### config.mk
export PLATFORM = sky130hd
export DESIGN_NAME = pulse_scheduler
export DESIGN_NICKNAME = d
export VERILOG_FILES = /design/src/rtl/pulse_scheduler.sv
export SDC_FILE = /design/constraint.sdc
export NUM_CORES = 1
export LEC_CHECK = 0
export ABC_AREA = 1
export CAP_MARGIN = 0
export CORE_MARGIN = 3
export CORE_UTILIZATION = 56
export CTS_BUF_LIST = sky130_fd_sc_hd__clkbuf_16
export DETAILED_ROUTE_END_ITERATION = 12
export GPL_TIMING_DRIVEN = 0
export PLACE_DENSITY = 0.95
export SLEW_MARGIN = 20
export SYNTH_ARGS = -nofsm -noshare
export SYNTH_HDL_FRONTEND = slang
export SYNTH_SLANG_ARGS = --single-unit
### constraint.sdc
create_clock -name clk -period 4.1 [get_ports clk]
set_input_delay 0.41 -clock clk [delete_from_list [all_inputs] [get_ports clk]]
set_output_delay 0.41 -clock clk [all_outputs]
set_load 0.005 [all_outputs]
### src/rtl/pulse_scheduler.sv
// pulse_scheduler: round-robin arbiter in front of a single clock divider.
// The winning requester's period and burst length are captured when it is
// picked. The divider then emits `count` pulses of period 2*(ticks>>1) on
// `out`, and the burst closes with a one-cycle done (and err) pulse.
//
// state  | meaning
// IDLE   | no owner; arbitrate among req starting at rr_q
// LOAD   | winner granted, latched config checked for validity
// RUN    | divider active, out toggles every half period
// FINISH | one cycle: done/err pulse, rr pointer advances
module pulse_scheduler #(
  parameter int N    = 32,
  parameter int NREQ = 4,
  parameter int CW   = 16
) (
  input  logic               clk,
  input  logic               rst,
  input  logic [NREQ-1:0]    req,
  input  logic [NREQ*N-1:0]  ticks_in,
  input  logic [NREQ*CW-1:0] count_in,
  output logic [NREQ-1:0]    grant,
  output logic               busy,
  output logic               out,
  output logic [NREQ-1:0]    done,
  output logic               err
);

  localparam int IW = (NREQ > 1) ? $clog2(NREQ) : 1;

  typedef enum logic [1:0] {IDLE = 2'd0, LOAD = 2'd1, RUN = 2'd2, FINISH = 2'd3} state_t;

  state_t        state_q, state_d;
  logic [IW-1:0] gidx_q, gidx_d, rr_q, rr_d, win_idx;
  logic [N-1:0]  ticks_q, ticks_d, cnt_q, cnt_d, win_ticks, half_m1;
  logic [CW-1:0] count_q, count_d, pcnt_q, pcnt_d, win_count;
  logic          out_q, out_d, err_q, err_d;
  logic          any_req, arb_found, bad_cfg, at_half, last_fall, req_held;

  assign any_req   = |req;
  // Odd periods truncate: half = ticks>>1, toggle when the counter hits half-1.
  assign half_m1   = (ticks_q >> 1) - N'(1);
  assign at_half   = (cnt_q == half_m1);
  // Only the falling toggle closes a pulse; the last one ends the burst.
  assign last_fall = at_half && out_q && ((pcnt_q + CW'(1)) == count_q);
  assign bad_cfg   = (ticks_q < N'(2)) || (count_q == '0);
  assign req_held  = req[gidx_q];

  // Round-robin pick: first requester at or after rr_q, wrapping, plus its config.
  always_comb begin
    win_idx   = '0;
    win_ticks = '0;
    win_count = '0;
    arb_found = 1'b0;
    for (int k = 0; k < NREQ; k++) begin
      if (!arb_found && req[(int'(rr_q) + k) % NREQ]) begin
        arb_found = 1'b1;
        win_idx   = IW'((int'(rr_q) + k) % NREQ);
      end
    end
    for (int i = 0; i < NREQ; i++) begin
      if (win_idx == IW'(i)) begin
        win_ticks = ticks_in[i*N +: N];
        win_count = count_in[i*CW +: CW];
      end
    end
  end

  // State register.
  always_ff @(posedge clk or negedge rst) begin
    if (!rst) state_q <= IDLE;
    else      state_q <= state_d;
  end

  // Next-state logic.
  always_comb begin
    state_d = state_q;
    unique case (state_q)
      IDLE:    if (any_req) state_d = LOAD;
      LOAD:    state_d = bad_cfg ? FINISH : RUN;
      RUN:     if (!req_held || last_fall) state_d = FINISH;
      FINISH:  state_d = IDLE;
      default: state_d = IDLE;
    endcase
  end

  // Datapath next values: captured config, divider, pulse counter, err flag.
  always_comb begin
    gidx_d  = gidx_q;
    rr_d    = rr_q;
    ticks_d = ticks_q;
    count_d = count_q;
    cnt_d   = cnt_q;
    pcnt_d  = pcnt_q;
    out_d   = out_q;
    err_d   = err_q;
    unique case (state_q)
      IDLE: begin
        if (any_req) begin
          gidx_d  = win_idx;
          ticks_d = win_ticks;
          count_d = win_count;
          err_d   = 1'b0;
        end
      end
      LOAD: begin
        cnt_d  = '0;
        pcnt_d = '0;
        out_d  = 1'b0;
        if (bad_cfg) err_d = 1'b1;
      end
      RUN: begin
        if (!req_held) begin
          out_d = 1'b0;
          err_d = 1'b1;
        end else if (at_half) begin
          out_d = ~out_q;
          cnt_d = '0;
          if (out_q) pcnt_d = pcnt_q + CW'(1);
        end else begin
          cnt_d = cnt_q + N'(1);
        end
      end
      FINISH: begin
        out_d  = 1'b0;
        cnt_d  = '0;
        pcnt_d = '0;
        rr_d   = (gidx_q == IW'(NREQ - 1)) ? '0 : gidx_q + IW'(1);
      end
      default: ;
    endcase
  end

  // Datapath registers.
  always_ff @(posedge clk or negedge rst) begin
    if (!rst) begin
      gidx_q  <= '0;
      rr_q    <= '0;
      ticks_q <= '0;
      count_q <= '0;
      cnt_q   <= '0;
      pcnt_q  <= '0;
      out_q   <= 1'b0;
      err_q   <= 1'b0;
    end else begin
      gidx_q  <= gidx_d;
      rr_q    <= rr_d;
      ticks_q <= ticks_d;
      count_q <= count_d;
      cnt_q   <= cnt_d;
      pcnt_q  <= pcnt_d;
      out_q   <= out_d;
      err_q   <= err_d;
    end
  end

  // Outputs decoded from state; grant is held from LOAD through FINISH.
  always_comb begin
    busy = (state_q != IDLE);
    out  = (state_q == RUN) && out_q;
    err  = (state_q == FINISH) && err_q;
    for (int i = 0; i < NREQ; i++) begin
      grant[i] = busy && (gidx_q == IW'(i));
      done[i]  = (state_q == FINISH) && (gidx_q == IW'(i));
    end
  end

endmodule

# Word level (Yosys, flattened, before mapping)
# Index checks and enable logic that the tools add are counted.
# classes
n_addsub,7
n_lt_le_gt_ge,6
n_eq_ne,19
mux,47
bitwise_logic,4
reduce_logical,39
# op_table
operator,n
32-bit 2-to-1 mux,6
16-bit 2-to-1 mux,7
32-bit one-hot mux with 2 select lines,1
32-bit by 1-bit adder with 32-bit output (second input constant),1
32-bit equality test,1
32-bit by 2-bit less-than comparator with 1-bit output (second input constant),1
16-bit one-hot mux with 2 select lines,1
31-bit by 1-bit subtractor with 32-bit output (second input constant),1
1-bit 2-to-1 mux,17
16-bit by 1-bit adder with 16-bit output (second input constant),1
16-bit equality test,1
16-bit zero test,1
1-bit logical AND,15
2-bit 2-to-1 mux,7
2-bit inequality test (second input constant),7
2-bit equality test (second input constant),6
3-bit by 4-bit less-than comparator with 1-bit output (second input constant),3
1-bit binary-select mux with 2-bit select,5
2-bit one-hot mux with 4 select lines,1
2-bit AND reduction,4
4-bit AND reduction,2
2-bit OR reduction,4
2-bit by 1-bit equality test with 1-bit output (second input constant),3
2-bit zero test,3
13 further kinds,23
# word_totals
regBits,104
in_bits,198
out_inout_bits,11
wordCells,131

# Longest topological paths before layout
# depth
word_depth,19
ltp_mapped,19

# Worst setup path after synthesis
# Ideal clock, no wire load.
# synth_timing
path_kind,register to register
startpoint,register ticks_q[1]
endpoint,register cnt_q[22]
setup_time_ns,0.142
t_arrival_ns,2.224
required_time_ns,3.958
slack_ns,1.734
stages_incl_launch_ff,18
n_path_buf,2
period_less_slack_ns,2.366
path_cell_list,dfrtp_1 inv_1 ha_1 inv_1 nor2_2 nand2_1 nor2_4 nand2_2 nor2_2 nand3b_1 nand2_1 nand3_1 nor3_1 nand3_2 nand2_2 buf_6 buf_12 o22ai_2
# synth_between
elab_chain_len,5
# synth_lines
item,line,text
"start, declared",34,"logic [N-1:0] ticks_q, ticks_d, cnt_q, cnt_d, win_ticks, half_m1;"
"start signal, assigned",147,ticks_q <= ticks_d;
31-bit by 1-bit subtractor with 32-bit output,41,assign half_m1 = (ticks_q >> 1) - N'(1);
32-bit equality test,42,assign at_half = (cnt_q == half_m1);
32-bit 2-to-1 mux,115,end else if (at_half) begin
32-bit 2-to-1 mux,112,if (!req_held) begin
32-bit one-hot mux with 2 select lines,96,unique case (state_q)
"end signal, assigned",149,cnt_q <= cnt_d;
"end, declared",34,
# Every way passes these cells. The select of a mux whose other input is x is not followed.
# A chain may end at the register's enable or synchronous reset.

# Worst setup path in the final report
# layout_timing
startpoint,register ticks_q[1]
endpoint,register cnt_q[2]
# The elaborated chain is that of the path after synthesis.

==> flow_summary.toml <==
[cells_and_area]
fin_nets = 1829
post-route-cell-area_sq_um = 11600
ratio_of_cells_with_drive_above_1_in_the_final_layout_pct = 5.915
area.growth.synth_to_final_pct = 29.55
antenna_cells_inserted = 0

[setup_path]
worst_path_largest_cell_delay_ns = 0.40
path_max_fanout = 10
timing.critical_path.buf_inv = 4
path_cells = "inv_1 -> ha_1 -> inv_1 -> nor2_2 -> nand2_1 -> nor2_4 -> nand2_2 -> nor2_2 -> nand3b_1 -> nand2_1 -> nand3_1 -> nor3_1 -> nand3_2 -> nand2_2 -> buf_6 -> buf_12 -> o22ai_2"
worstPathArrival_ns = 3.28
critical_path_class = "reg2reg"
top_family_by_delay_on_critical_path = "simple AND/OR/NAND/NOR gates"
startpoint_type = "register"
crit_path_max_delay_cell_type = "sky130_fd_sc_hd__dfrtp_1"
worstPathRequired_ns = 4.31
setup_crit_end_kind = "register"

[route]
drt_first_iter_violations = 1108
antenna_violating_nets_remaining = 0
drt_drc_violations_left = 0
num_vias = 10420
drtPass1Iterations = 5
totalWireLength_um = 32020
wl_per_cell_um = 17.46
viasPerCell = 5.682

[logic_synthesis]
synth_xor_area_share_pct = 6.260
synthArstFlopShare_pct = 100.0
yosys_warnings = 0
synthMuxAreaShare_pct = 0
netlist_area_sq_um = 8955
yosys.cell_count.top_type = "sky130_fd_sc_hd__nand2_1"
synth_seq_area_share_pct = 28.78
synth.net_count = 1613
syn_avg_cell_area_sq_um = 6.387
synth_adder_area_share_pct = 1.816
synth_largest_area_cell = "sky130_fd_sc_hd__dfrtp_1"
yosys-top-cells-area = "sky130_fd_sc_hd__dfrtp_1, sky130_fd_sc_hd__nand2_1, sky130_fd_sc_hd__nand3_1"
synthCells = 1402
synth_edf_count = 0
ys_ff_latch = 103
ys_top_cells_by_count = "sky130_fd_sc_hd__nand2_1, sky130_fd_sc_hd__nand3_1, sky130_fd_sc_hd__inv_1"
synth_compound_gate_area_share_pct = 10.90
ys.flop_type = "sky130_fd_sc_hd__dfrtp_1"
synth_top_family_by_area = "simple AND/OR/NAND/NOR gates"
yosys.area.top_type_share_pct = 28.78
simple_gate_share_of_the_synthesized_area_pct = 43.48
synthDistinctLibCells = 47

[pwr]
powerDensity_nw_per_um2 = 733.2
total_switching_power_w = 0.004772
pwr-share-seq_pct = 20.1
power_frac_clock_pct = 10.9
p_total_w = 0.008505
internal-power_w = 0.003733
switching_share_pct = 56.11
ir_drop_mv = 1.108
combinationalPowerShare_pct = 69.0
leakagePower_nw = 5.277

[timing]
worst_margin_pin_slew_ns = 0.7870
fin_crit_ns = 3.066
hold_slack_ns = -0.01876
hold_violations = 11
drv_slew = 0
timing.clock.skew_ns = 0.01222
final-setup-viol-count = 0
achievable-frequency_mhz = 326.2
relative_max_transition_margin_pct = 47.34
post-route-period-util_pct = 74.78
unrepaired_setup_endpoints_after_global_routing = "false"
layout_setup_ws_ns = 1.034

[cts]
cts.clk_slew.worst_paths_ns = 0.08
clk-insertion-delay-late_ns = 0.37
ctsRootBufferMaster = "sky130_fd_sc_hd__clkbuf_16"
postCtsResizedCells = 0
clock_buffer_count_from_cts = 9
post_cts_buffers = 0
numClockSinks = 103
tritoncts = "yes"
cts_htree_levels = 3
quantity_of_hold_fixing_buffers_added_after_cts = 0
cts_buffer_depth = 2

[outcome]
outcome = "finished, violations left"
violations = "hold timing"

[placement]
hpwl_um = 25970
numPortBuffers = 204
place_congestion = 0.9764
placement.cell_area_sq_um = 11290
preCtsSetupSlack_ns = 0.9567

[grt]
globalRoute.totalOverflow = 0
grt_max_degree = 53
global_route.usage.total_pct = 35.93
first_global_vias = 9850
antenna_found_initial = 0
first_pass_grt_wire_length_um = 50560

[run]
drv.max_cap_violation_count = 0

[worst_hold_path]
min_path_type = "in2async"

[floorplanning]
core_area_sq_um = 15430
rows = 45
ioPinCount = 209
floorplan.initialDensity_pct = 58.05
fp.dieArea_sq_um = 17540
die-width_um = 132.5
chipHeight_um = 132.5
-- cell families (layout without fill, tap and decap cells) --
logic type               Yosys count  after routing
XOR/XNOR                          60             60
buffers and inverters            186            407
adder cells (fa/ha/maj)           13             13
AND/OR/NAND/NOR                  886            886
flip-flops                       103            103
AO/OA/AOI/OAI                    154            154
-- layer usage --
layer	vias up	routed length, um	GRT usage, %
li1	4992	-	-
met1	4750	13210	47.64
met2	585	14560	57.54
met3	94	2915	6.692
met4	0	1340	15.82
met5	-	0	0
-- worst paths after layout --
check | end | depth (start not counted) | slack (ns) | start
max | cnt_q[2] | 17 | 1.03 | ticks_q[1]
min reg2reg | ticks_q[1] | 2 | 0.52 | ticks_q[1]
min | cnt_q[8] | 1 | -0.02 | rst
min in group clk | ticks_q[1] | 2 | 0.52 | ticks_q[1]
max in group asynchronous | pcnt_q[3] | 2 | 3.49 | rst
max reg2reg | cnt_q[2] | 17 | 1.03 | ticks_q[1]
-- state kept, by name, indices dropped and copies added, names as in the netlist --
name / flops
out_q: 1
pcnt_q: 16
ticks_q: 31
cnt_q: 32
gidx_q: 2
state_q: 2
err_q: 1
rr_q: 2
count_q: 16
-- final cells by class --
class	instances	area, sq um
multi-input combinational	1113	5593
fill	1235	3826
sequential	103	2577
timing repair buffer	205	2071
inverter	135	506.7
buffer	51	277.8
tap	211	264.0
clock buffer	9	225.2
clock inverter	7	86.33
-- cell usage in the layout (no fill, tap or decap), drive strengths merged, types with 2 or more instances in the layout --
cell | Yosys | routed
o211ai | 33 | 33
o21ai | 77 | 77
and2 | 2 | 2
xnor3 | 2 | 2
nand3 | 143 | 143
nor4 | 4 | 4
clkdlybuf4s50 | 0 | 203
buf | 26 | 28
xnor2 | 23 | 23
nand4 | 37 | 37
a21oi | 7 | 7
dfrtp | 103 | 103
clkinv | 1 | 2
xor2 | 35 | 35
nor3 | 16 | 16
ha | 13 | 13
nor2 | 148 | 148
nand3b | 17 | 17
o21bai | 5 | 5
clkbuf | 25 | 34
nand2 | 517 | 517
a21o | 3 | 3
o22ai | 26 | 26
inv | 134 | 138
-- per-stage QoR --
stage / setup TNS (ns) / utilization [%] / hold WS, ns / cells
after floorplan: 0 / - / 0.1144 / 1402
after global placement: -121.36 / 72.99 / 0.4933 / 1817
after detailed placement: 0 / 73.18 / 0.3864 / 1818
after CTS: 0 / 75.20 / 0.0007305 / 1834
after global routing: 0 / 75.20 / 0.02320 / 1834
final: 0 / 75.20 / -0.01876 / 1834
-- power groups by stage --
stage / Clock [W] / Combinational (W) / Sequential (W)
after CTS: 0.000920 / 0.00574 / 0.00169
final: 0.000923 / 0.00587 / 0.00171
after floorplan: 0 / 0.00398 / 0.00157
after global placement: 0 / 0.00557 / 0.00169
after global routing: 0.000960 / 0.00642 / 0.00175
after detailed placement: 0 / 0.00570 / 0.00171
(Power assumes the default switching activity.)
